## config.mk

```make
export PLATFORM = sky130hd
export DESIGN_NAME = vga_bounce_box
export DESIGN_NICKNAME = d
export VERILOG_FILES = /design/src/rtl/vga_pkg.sv /design/src/rtl/vga_bounce_box_motion_ctrl.sv /design/src/rtl/vga_bounce_box.sv
export SDC_FILE = /design/constraint.sdc
export NUM_CORES = 1
export LEC_CHECK = 0
export CORE_AREA = 2 2 78 80
export CTS_CLUSTER_DIAMETER = 200
export DETAILED_ROUTE_END_ITERATION = 6
export DIE_AREA = 0 0 80 82
export GPL_ROUTABILITY_DRIVEN = 0
export PLACE_DENSITY = 0.84
export SETUP_SLACK_MARGIN = 0.1
export SLEW_MARGIN = 10
export SYNTH_ARGS = -nofsm -noshare
export SYNTH_HDL_FRONTEND = slang
export SYNTH_SLANG_ARGS = --single-unit
```

## constraint.sdc

```tcl
create_clock -name clk -period 4.4 [get_ports clk]
set_input_delay 1.1 -clock clk [delete_from_list [all_inputs] [get_ports clk]]
set_output_delay 1.1 -clock clk [all_outputs]
set_load 0.01 [all_outputs]
```

## src/rtl/vga_pkg.sv

```systemverilog
// Shared geometry, colour types and FSM states for the VGA pixel-generation stage.
package vga_pkg;

  localparam int H_ACTIVE = 640;
  localparam int V_ACTIVE = 480;

  typedef struct packed {
    logic [3:0] red;
    logic [3:0] green;
    logic [3:0] blue;
  } rgb_t;

  localparam rgb_t PALETTE [0:3] = '{
    '{red: 4'hF, green: 4'h0, blue: 4'h0},
    '{red: 4'h0, green: 4'hF, blue: 4'h0},
    '{red: 4'h0, green: 4'h0, blue: 4'hF},
    '{red: 4'hF, green: 4'hF, blue: 4'h0}
  };

  localparam rgb_t BG_COLOR     = '{red: 4'h0, green: 4'h0, blue: 4'h2};
  localparam rgb_t BORDER_COLOR = '{red: 4'hF, green: 4'hF, blue: 4'hF};

  typedef enum logic {
    ST_RUN   = 1'b0,
    ST_PAUSE = 1'b1
  } state_t;

endpackage

```

## src/rtl/vga_bounce_box_motion_ctrl.sv

```systemverilog
// Box position/direction/colour state, advanced on the falling edge of v_sync_in
// (inside vertical blanking), divided by FRAME_DIV and frozen while paused.
module box_motion_ctrl
  import vga_pkg::*;
#(
  parameter int BOX_SIZE  = 32,
  parameter int STEP      = 2,
  parameter int FRAME_DIV = 1
) (
  input  logic       clk,
  input  logic       reset,
  input  logic       v_sync_in,
  input  logic       pause,
  output logic [9:0] box_x,
  output logic [9:0] box_y,
  output logic [1:0] color_idx
);

  localparam int XMAX  = H_ACTIVE - BOX_SIZE;
  localparam int YMAX  = V_ACTIVE - BOX_SIZE;
  localparam int CNT_W = (FRAME_DIV > 1) ? $clog2(FRAME_DIV) : 1;
  localparam logic [CNT_W-1:0] CNT_LAST = CNT_W'(FRAME_DIV - 1);

  logic             vs_q;
  state_t           state_q, state_d;
  logic [CNT_W-1:0] frame_cnt_q, frame_cnt_d;
  logic [9:0]       box_x_q, box_x_d, box_y_q, box_y_d;
  logic             dir_x_q, dir_x_d, dir_y_q, dir_y_d;
  logic [1:0]       color_idx_q, color_idx_d;
  logic             frame_tick, run_tick, update, bounce_x, bounce_y;
  logic [10:0]      sum_x, sum_y;

  assign frame_tick = vs_q & ~v_sync_in;
  // A tick landing while paused (or in the cycle pause drops) is discarded entirely.
  assign run_tick   = frame_tick && (state_q == ST_RUN) && !pause;
  assign update     = run_tick && (frame_cnt_q == CNT_LAST);

  always_comb begin
    state_d = state_q;
    case (state_q)
      ST_RUN:   if (pause)  state_d = ST_PAUSE;
      ST_PAUSE: if (!pause) state_d = ST_RUN;
      default:  state_d = ST_RUN;
    endcase
  end

  always_comb begin
    frame_cnt_d = frame_cnt_q;
    if (run_tick) frame_cnt_d = update ? '0 : frame_cnt_q + CNT_W'(1);
  end

  // dir = 0 means right/down; sums are 11 bits so the limit compare cannot wrap.
  always_comb begin
    sum_x    = {1'b0, box_x_q} + 11'(STEP);
    box_x_d  = box_x_q;
    dir_x_d  = dir_x_q;
    bounce_x = 1'b0;
    if (update) begin
      if (!dir_x_q) begin
        if (sum_x >= 11'(XMAX)) begin
          box_x_d  = 10'(XMAX);
          dir_x_d  = 1'b1;
          bounce_x = 1'b1;
        end else begin
          box_x_d = sum_x[9:0];
        end
      end else if (box_x_q <= 10'(STEP)) begin
        box_x_d  = '0;
        dir_x_d  = 1'b0;
        bounce_x = 1'b1;
      end else begin
        box_x_d = box_x_q - 10'(STEP);
      end
    end
  end

  always_comb begin
    sum_y    = {1'b0, box_y_q} + 11'(STEP);
    box_y_d  = box_y_q;
    dir_y_d  = dir_y_q;
    bounce_y = 1'b0;
    if (update) begin
      if (!dir_y_q) begin
        if (sum_y >= 11'(YMAX)) begin
          box_y_d  = 10'(YMAX);
          dir_y_d  = 1'b1;
          bounce_y = 1'b1;
        end else begin
          box_y_d = sum_y[9:0];
        end
      end else if (box_y_q <= 10'(STEP)) begin
        box_y_d  = '0;
        dir_y_d  = 1'b0;
        bounce_y = 1'b1;
      end else begin
        box_y_d = box_y_q - 10'(STEP);
      end
    end
  end

  // A corner hit bounces both axes but still advances the colour only once.
  always_comb begin
    color_idx_d = color_idx_q;
    if (update && (bounce_x || bounce_y)) color_idx_d = color_idx_q + 2'd1;
  end

  always_ff @(posedge clk or posedge reset) begin
    if (reset) begin
      vs_q        <= 1'b1;
      state_q     <= ST_RUN;
      frame_cnt_q <= '0;
      box_x_q     <= 10'((H_ACTIVE - BOX_SIZE) / 2);
      box_y_q     <= 10'((V_ACTIVE - BOX_SIZE) / 2);
      dir_x_q     <= 1'b0;
      dir_y_q     <= 1'b0;
      color_idx_q <= 2'd0;
    end else begin
      vs_q        <= v_sync_in;
      state_q     <= state_d;
      frame_cnt_q <= frame_cnt_d;
      box_x_q     <= box_x_d;
      box_y_q     <= box_y_d;
      dir_x_q     <= dir_x_d;
      dir_y_q     <= dir_y_d;
      color_idx_q <= color_idx_d;
    end
  end

  assign box_x     = box_x_q;
  assign box_y     = box_y_q;
  assign color_idx = color_idx_q;

endmodule

```

## src/rtl/vga_bounce_box.sv

```systemverilog
// Two-stage pixel pipeline: border / bouncing box / background colour, with syncs
// delayed by the same 2 clk so colour and sync stay aligned at the connector.
module vga_bounce_box
  import vga_pkg::*;
#(
  parameter int BOX_SIZE  = 32,
  parameter int STEP      = 2,
  parameter int FRAME_DIV = 1
) (
  input  logic       clk,
  input  logic       reset,
  input  logic       h_sync_in,
  input  logic       v_sync_in,
  input  logic       DE,
  input  logic [9:0] x_pixel,
  input  logic [9:0] y_pixel,
  input  logic       pause,
  output logic       h_sync,
  output logic       v_sync,
  output logic [3:0] red_port,
  output logic [3:0] green_port,
  output logic [3:0] blue_port
);

  logic [9:0]  box_x, box_y;
  logic [1:0]  color_idx;
  logic [9:0]  x_g, y_g;
  logic        border_d, box_hit_d;
  logic        de_q, border_q, box_hit_q, hs_q, vs_q;
  logic [1:0]  cidx_q;
  rgb_t        rgb_d, rgb_q;
  logic        h_sync_q, v_sync_q;

  box_motion_ctrl #(
    .BOX_SIZE (BOX_SIZE),
    .STEP     (STEP),
    .FRAME_DIV(FRAME_DIV)
  ) u_motion (
    .clk      (clk),
    .reset    (reset),
    .v_sync_in(v_sync_in),
    .pause    (pause),
    .box_x    (box_x),
    .box_y    (box_y),
    .color_idx(color_idx)
  );

  // Coordinates may float outside active video; zero them before any compare.
  assign x_g = DE ? x_pixel : '0;
  assign y_g = DE ? y_pixel : '0;

  assign border_d  = (x_g == 10'd0) || (x_g == 10'(H_ACTIVE - 1)) ||
                     (y_g == 10'd0) || (y_g == 10'(V_ACTIVE - 1));
  assign box_hit_d = (x_g >= box_x) && ({1'b0, x_g} < ({1'b0, box_x} + 11'(BOX_SIZE))) &&
                     (y_g >= box_y) && ({1'b0, y_g} < ({1'b0, box_y} + 11'(BOX_SIZE)));

  always_comb begin
    rgb_d = BG_COLOR;
    if (!de_q)          rgb_d = '0;
    else if (border_q)  rgb_d = BORDER_COLOR;
    else if (box_hit_q) rgb_d = PALETTE[cidx_q];
  end

  always_ff @(posedge clk or posedge reset) begin
    if (reset) begin
      de_q      <= 1'b0;
      border_q  <= 1'b0;
      box_hit_q <= 1'b0;
      cidx_q    <= 2'd0;
      hs_q      <= 1'b1;
      vs_q      <= 1'b1;
      rgb_q     <= '0;
      h_sync_q  <= 1'b1;
      v_sync_q  <= 1'b1;
    end else begin
      de_q      <= DE;
      border_q  <= border_d;
      box_hit_q <= box_hit_d;
      cidx_q    <= color_idx;
      hs_q      <= h_sync_in;
      vs_q      <= v_sync_in;
      rgb_q     <= rgb_d;
      h_sync_q  <= hs_q;
      v_sync_q  <= vs_q;
    end
  end

  assign red_port   = rgb_q.red;
  assign green_port = rgb_q.green;
  assign blue_port  = rgb_q.blue;
  assign h_sync     = h_sync_q;
  assign v_sync     = v_sync_q;

endmodule
```

# ---- After elaboration in Yosys (flattened, before gate mapping)
# Cells that the tools add are included.
# W data, S select, Z words.
dict set report totals {
  ff_bits 47
  inputBits 26
}
dict set report op_classes {
  addsub 8
  n_lt_le_gt_ge 9
  eq_ne 2
  n_mux 28
  bitwise_logic 5
  n_reduce_logical 14
}
# op count
set op_table {}
lappend op_table {{$mux W10} 8}
lappend op_table {{$mux W12} 5}
lappend op_table {{$bmux W12 S2} 1}
lappend op_table {{$add A10 B2 Y11 const B} 2}
lappend op_table {{$add A10 B6 Y11 const B} 2}
lappend op_table {{$lt A10 B11 Y1} 2}
lappend op_table {{$ge A10 B10 Y1} 2}
lappend op_table {{$le A10 B2 Y1 const B} 2}
lappend op_table {{$logic_not A10 Y1} 2}
lappend op_table {{$sub A10 B2 Y10 const B} 2}
lappend op_table {{$mux W1} 14}
lappend op_table {{$ge A11 B10 Y1 const B} 1}
lappend op_table {{$ge A11 B9 Y1 const B} 1}
lappend op_table {{$eq A10 B10 Y1 const B} 1}
lappend op_table {{$eq A10 B9 Y1 const B} 1}
lappend op_table {{$logic_and A1 B1 Y1} 7}
lappend op_table {{$logic_or A1 B1 Y1} 4}
lappend op_table {{$ge A3 B3 Y1 const B} 1}
lappend op_table {{$not A1 Y1} 3}
lappend op_table {{$not A2 Y3} 1}
lappend op_table {{$add A2 B1 Y2 const B} 1}
lappend op_table {{$add A1 B1 Y1 const B} 1}
lappend op_table {{$and A1 B1 Y1} 1}
lappend op_table {{$logic_not A1 Y1} 1}

# ---- Depth between registers and ports, before layout
# Gate-level depths: netlist (run 1).
dict set report logic_depth {
  word_depth 8
  ltp_mapped 11
}

# ---- By module
# From an unflattened synthesis (run 1), not the netlist that was laid out.
dict set report hier_totals {
  hier_cells 421
  hier_area_um2 3578.4
}
# module instances cells_each area_each_um2 seq_area_each_um2
set by_module_without_submodules {}
lappend by_module_without_submodules {box_motion_ctrl 1 237 2013.2 634.4}
lappend by_module_without_submodules {vga_bounce_box 1 184 1565.3 330.3}

# ---- Worst setup path after synthesis (run 1)
# Ideal clock, no wire load.
dict set report synth_timing {
  path_kind {input to register}
  start {input port DE}
  end {register box_hit_q}
  setup_ps 88
  arrival_ps 2745
  required_ps 4312
  slack_ps 1566
  cell_stages 10
  n_path_buf 2
  cell_sequence {clkbuf_1 clkbuf_1 and2_1 ha_1 o21ai_0 nand2b_1 a31oi_1 o32ai_1 a211oi_1 nor3b_1}
}
dict set report synth_via {
  elab_chain_len 5
  elab_cells_between_ends 9
  classes_between {4 x order compare; 2 x mux; 3 x reduce/logical}
}
# item line_no
set synth_rtl {}
lappend synth_rtl {{from (decl)} vga_bounce_box.sv:14} ;# input logic DE,
lappend synth_rtl {{$mux W10} vga_bounce_box.sv:49} ;# assign x_g = DE ? x_pixel : '0;
lappend synth_rtl {{$lt A10 B11 Y1 / $ge A10 B10 Y1 (equally long branches)} vga_bounce_box.sv:54} ;# assign box_hit_d = (x_g >= box_x) && ({1'b0, x_g} < ({1'b0, box_x} + 11'(BOX_SIZE))) &&
lappend synth_rtl {{$logic_and A1 B1 Y1 (2 in series)} vga_bounce_box.sv:54}
lappend synth_rtl {{$logic_and A1 B1 Y1 *} vga_bounce_box.sv:55} ;# (y_g >= box_y) && ({1'b0, y_g} < ({1'b0, box_y} + 11'(BOX_SIZE)));
lappend synth_rtl {{named net box_hit_d} vga_bounce_box.sv:28} ;# logic border_d, box_hit_d;
lappend synth_rtl {{to (signal assigned)} vga_bounce_box.sv:78} ;# box_hit_q <= box_hit_d;
lappend synth_rtl {{to (decl)} vga_bounce_box.sv:29} ;# logic de_q, border_q, box_hit_q, hs_q, vs_q;
# Mark *: on every way through the listed nets, which the timed path passes. The rest lies on a longest branch.
# A chain may end at the register's enable or synchronous reset.

# ---- Final worst setup path (run 1)
# Ends and elaborated chain as after synthesis.

==> results.json, run 1 <==
{
  "outcome": "complete, no violations",
  "finalNonFillerCells": 507,
  "insertion_delay_ps": 300,
  "synth-edff-count": 0,
  "wl_per_cell_um": 16.00,
  "die_h_um": 82,
  "slew-limit-headroom": 0.3749,
  "area_growth_pct": 13.15,
  "synth_top_family_by_area": "compound AO/OA/AOI/OAI gates",
  "synth_compound_area_frac": 0.2517,
  "cts_tree": "done",
  "hpwl_mm": 6.062,
  "setup_tns_ps": 0,
  "routed_via_density": 6.464,
  "p_leak_nw": 1.528,
  "synth-xor-area-share": 0.02314,
  "cts_resized": 0,
  "numCtsBuffers": 5,
  "cp-start-kind": "input pin",
  "syn_nets": 479,
  "seq_power_share": 0.421,
  "drt_pass1_iterations": 6,
  "portBuffers": 39,
  "clock_sinks": 37,
  "hold_viol": 0,
  "htreeDepth": 2,
  "synth_cell_type_count": 68,
  "cp-end-kind": "flop",
  "grt-busiest-layer": "met2",
  "ir_drop_mv": 0.1737,
  "worstHoldPathType": "flop to flop",
  "internal_power_uw": 749.6,
  "synth_ff_type": "dfrtp_1",
  "drcViolationCount": 0,
  "crit_required_ps": 4620,
  "met3_usage": 0.04725,
  "fp.dieW_um": 80,
  "synth_largest_area_cell": "dfrtp_1",
  "fill_cells": 493,
  "drive_gt1_frac": 0.07639,
  "synth_mux_area_frac": 0.003306,
  "layout_common_cells": "39 x ha_1, 39 x clkdlybuf4s50_1, 35 x o21ai_0, 31 x a21oi_1",
  "ctsHoldBuffers": 0,
  "skew_ps": 10.59,
  "critical_path_arrival_ps": 3430,
  "finalWirelength_mm": 8.112,
  "coreArea_um2": 5746,
  "grt_setup_unrepaired": "false",
  "yosys.area.top_type_share": 0.1984,
  "syn-cell-area_um2": 3406,
  "cts_buffer_depth": 2,
  "synth_fa_ha_area_frac": 0.1433,
  "drtIter0Drc": 378,
  "post_cts_buffers": 0,
  "clkPwrFrac": 0.263,
  "combPwrFrac": 0.316,
  "ant_nets": 0,
  "synth_area_leaders": "dfrtp_1 20%, ha_1 14%, dfstp_2 7.7%",
  "fin_crit_ps": 3210,
  "io_pins": 40,
  "grt_max_degree": 38,
  "maxSlewViolCount": 0,
  "ys.warnings.count": 0,
  "crit_type": "input pin to flop",
  "cap_violations": 0,
  "synth-seq-cells": 37,
  "max_slew.worst_pin.slew_ps": 937.6,
  "grt_pass1_wl_mm": 13.74,
  "diodes": 0,
  "fmax_mhz": 311.5,
  "vias": 3277,
  "grt_remaining_overflow": 0,
  "std_cell_rows": 28,
  "syn-instance-count": 414,
  "gr-usage-met2": 0.4217,
  "root_buffer": "clkbuf_8",
  "yosysSeqAreaShare": 0.2755,
  "switching_share": 0.3761,
  "synthArstFlopShare": 1.000,
  "grt_usage": 0.2632,
  "finalSetupViolations": 0,
  "syn_avg_cell_area_um2": 8.226,
  "start_util": 0.5928,
  "period_share": 0.7296,
  "antenna_found_initial": 0,
  "synth-simple-area-share": 0.2208,
  "power_switching_uw": 451.9,
  "met1_usage": 0.3618,
  "cellPowerDensity_nw_per_um2": 311.8,
  "nets": 496,
  "clk_pin_slew_worst_paths_ps": 80,
  "dieArea_um2": 6560,
  "crit_fanout": 21,
  "dpl.cell_count": 499,
  "grt_pass1_vias": 3042
}
-- stage by stage --
step / worst slack, ps / power, mW / hold WS [ps] / cell area (um^2) / util
after global placement: 1015 / 0.8595 / 346.7 / 3734 / 0.6498
after global routing: 984.2 / 1.285 / 366.7 / 3854 / 0.6707
after CTS: 1205 / 1.198 / 362.5 / 3854 / 0.6707
after detailed placement: 911.4 / 0.8809 / 351.4 / 3734 / 0.6498
after floorplan: 1566 / 0.7599 / 345.2 / 3406 / -
final: 1190 / 1.202 / 361.5 / 3854 / 0.6707
-- synthesized netlist by cell type (3+ instances only) --
library cell and n:
ha_1 39, o21ai_0 35, a21oi_1 31, dfrtp_1 27
inv_1 27, nor2_1 25, nand2_1 20, and2_1 18
nand3_1 18, clkbuf_1 15, dfstp_2 10, nor3_1 10
nand4_1 9, nor4_1 9, a31oi_1 8, buf_4 8
nor2b_1 7, o22ai_1 7, xnor2_1 7, a22oi_1 5
buf_2 5, a211oi_1 4, nand2b_1 4, a21boi_0 3
a21o_1 3, and4_1 3, o21a_1 3, o31ai_1 3
-- path summary, 6_finish.rpt --
| path | start | endpoint | slack [ps] | cells after the start |
|---|---|---|---|---|
| worst max-delay path | DE | box_hit_q | 1190 | 9 |
| worst min-delay path | hs_q | h_sync | 360 | 0 |
| worst max register to register | u_motion.box_x[5] | box_hit_q | 1730 | 10 |
| worst min register to register | hs_q | h_sync | 360 | 0 |
| max in group asynchronous | reset | h_sync | 2820 | 3 |
| min in group asynchronous | reset | u_motion.dir_x_q | 1230 | 3 |
-- worst max-delay path, stage by stage --
cell	delay [ps]
clkdlybuf4s50_1	720
and2_1	290
ha_1	270
o21ai_0	230
nand2b_1	110
a31oi_1	180
o32ai_1	130
a211oi_1	210
nor3b_1	200
-- cell type report --
cell class / count / area, um^2 / area share
multi-input combinational: 317 / 2187 / 0.5675
sequential: 37 / 938.4 / 0.2435
timing repair buffer: 41 / 405.4 / 0.1052
inverter: 29 / 108.9 / 0.02825
tap: 75 / 93.84 / 0.02435
clock buffer: 6 / 82.58 / 0.02143
clock inverter: 2 / 37.54 / 0.009740
-- power groups by stage --
stage / logic [mW] / registers [mW] / clock network [mW]
after floorplan: 0.317 / 0.443 / 0
after global placement: 0.355 / 0.505 / 0
after detailed placement: 0.373 / 0.508 / 0
after CTS: 0.375 / 0.502 / 0.321
after global routing: 0.434 / 0.517 / 0.334
final: 0.380 / 0.505 / 0.317
-- registers in the layout, indices dropped and copies added, names as in the netlist, 2 cells and up --
signal	count
u_motion.box_x	9
blue_port	2
u_motion.box_y	9
cidx_q	2
u_motion.color_idx	2
-- cell families after synthesis --
| logic type | count (synthesis) |
|---|---|
| XOR/XNOR | 9 |
| multiplexers | 1 |
| buffers and inverters | 60 |
| AO/OA/AOI/OAI | 131 |
| adder cells (fa/ha/maj) | 39 |
| flip-flops | 37 |
| AND/OR/NAND/NOR | 137 |
-- routing by layer --
metal,share of wire,wire length [um]
met1,0.43,3520
met5,0,0
met3,0.096,776
met4,0.015,123
met2,0.46,3692
Power figures use the tool's default switching activity.
==> inputs of run 2 (changes only) <==
--- a/config.mk
+++ b/config.mk
@@ -5,12 +5,12 @@
 export SDC_FILE = /design/constraint.sdc
 export NUM_CORES = 1
 export LEC_CHECK = 0
-export CORE_AREA = 2 2 78 80
+export CORE_AREA = 2 2 84 86
 export CTS_CLUSTER_DIAMETER = 200
 export DETAILED_ROUTE_END_ITERATION = 6
-export DIE_AREA = 0 0 80 82
+export DIE_AREA = 0 0 86 88
 export GPL_ROUTABILITY_DRIVEN = 0
-export PLACE_DENSITY = 0.84
+export PLACE_DENSITY = 0.77
 export SETUP_SLACK_MARGIN = 0.1
 export SLEW_MARGIN = 10
 export SYNTH_ARGS = -nofsm -noshare
==> constraint.sdc (replaced) <==
create_clock -name clk -period 2.9 [get_ports clk]
set_input_delay 0.725 -clock clk [delete_from_list [all_inputs] [get_ports clk]]
set_output_delay 0.725 -clock clk [all_outputs]
set_load 0.01 [all_outputs]
==> results.json, run 2 (same netlist as run 1, synthesis figures left out) <==
{
  "worstHoldPathType": "flop to flop",
  "cellPowerDensity_nw_per_um2": 445.0,
  "grt_pass1_wl_mm": 13.95,
  "ant_nets": 0,
  "grt_setup_unrepaired": "false",
  "dpl-instance-area_um2": 3840,
  "ir_drop_mv": 0.2846,
  "cts_resized": 0,
  "wl_per_cell_um": 15.91,
  "outcome": "complete, no violations",
  "clk_pin_slew_worst_paths_ps": 80,
  "drtIter0Drc": 262,
  "drcViolationCount": 0,
  "insertion_delay_ps": 300,
  "slew-limit-headroom": 0.6134,
  "clock_sinks": 37,
  "die_h_um": 88,
  "htreeDepth": 2,
  "max_slew.worst_pin.slew_ps": 572.7,
  "nets": 506,
  "cts_buffer_depth": 2,
  "period_share": 0.9140,
  "grt_remaining_overflow": 0,
  "post-route-util": 0.5910,
  "fp.dieW_um": 86,
  "crit_start": "DE",
  "drt_pass1_iterations": 5,
  "std_cell_rows": 30,
  "fmax_mhz": 377.3,
  "dpl.cell_count": 514,
  "p_leak_nw": 1.571,
  "hold_viol": 0,
  "ctsHoldBuffers": 0,
  "fill_cells": 574,
  "critical_path_arrival_ps": 2860,
  "crit_type": "input pin to flop",
  "routed_via_density": 6.232,
  "cp-end-kind": "flop",
  "coreArea_um2": 6644,
  "numCtsBuffers": 5,
  "fin_crit_ps": 2651,
  "crit_fanout": 21,
  "diodes": 0,
  "antenna_found_initial": 0,
  "finalNonFillerCells": 522,
  "dieArea_um2": 7568,
  "skew_ps": 6.914,
  "grt_max_degree": 26,
  "root_buffer": "clkbuf_8",
  "final_design_area_no_fill_um2": 3926,
  "vias": 3253,
  "io_pins": 40,
  "cts_tree": "done",
  "cp-start-kind": "input pin",
  "layout_common_cells": "39 x ha_1, 39 x clkdlybuf4s50_1, 35 x o21ai_0, 31 x a21oi_1",
  "portBuffers": 39,
  "reg2reg_from": "u_motion.box_x[6]",
  "post_cts_buffers": 0,
  "area_growth_pct": 15.28,
  "finalWirelength_mm": 8.306,
  "rr_endpoint": "box_hit_q",
  "start_util": 0.5126,
  "crit_required_ps": 3110,
  "finalSetupViolations": 0,
  "worst_r2r_path_depth": 10,
  "reg2reg_slack_ps": 420,
  "crit_end": "box_hit_q",
  "hpwl_mm": 6.377,
  "maxSlewViolCount": 0,
  "cap_violations": 0,
  "drive_gt1_frac": 0.09729,
  "grt_usage": 0.2287,
  "grt_pass1_vias": 2967
}
[run 2: worst max-delay path, stage by stage]
cell	delay, ps
clkdlybuf4s50_1	450
buf_12	170
and2_1	150
ha_1	270
o21ai_0	240
nand2b_1	120
a31oi_1	180
o32ai_1	130
a211oi_1	210
nor3b_1	210
[run 2: area by class of cell]
class,instances,area (um^2),area share
Multi-Input combinational cell,317,2187,0.5570
Sequential cell,37,938.4,0.2390
Timing Repair Buffer,51,505.5,0.1287
Inverter,29,108.9,0.02772
Tap cell,80,100.1,0.02549
Clock buffer,5,68.82,0.01753
Clock inverter,3,17.52,0.004461
[run 2: worst min path at each step]
stage          start  endpoint  depth (start not counted)
5_1_grt         hs_q    h_sync                          0
6_report        hs_q    h_sync                          0
3_5_place_dp    hs_q    h_sync                          0
3_3_place_gp    hs_q    h_sync                          0
2_1_floorplan   hs_q    h_sync                          0
4_1_cts         hs_q    h_sync                          0
[run 2: through the flow]
step	total power, mW	TNS [ps]	hold WS [ps]	setup slack [ps]
after floorplan	1.153	0	345.2	439.0
after global placement	1.333	0	347.1	109.0
after detailed placement	1.366	-32.55	350.7	-32.55
after CTS	1.744	0	362.5	262.7
after global routing	1.871	0	366.6	101.9
final	1.747	0	359.4	249.4
[run 2: report_power, final]
group          total (mW)  switching (mW)  leakage, nW  internal [mW]
sequential          0.732           0.135        0.442          0.597
combinational       0.644           0.358         1.09          0.286
clock               0.371           0.205       0.0439          0.166
[run 2: per-layer routing]
| metal | part of all wire | wire (um) | vias to the layer above | global-route usage |
|---|---|---|---|---|
| met2 | 0.44 | 3669 | 144 | 0.3622 |
| met3 | 0.076 | 632 | 15 | 0.03299 |
| met1 | 0.46 | 3857 | 1527 | 0.3248 |
| met5 | 0 | 0 | - | 0 |
| met4 | 0.018 | 146 | 0 | 0.06782 |
| li1 | - | - | 1567 | - |
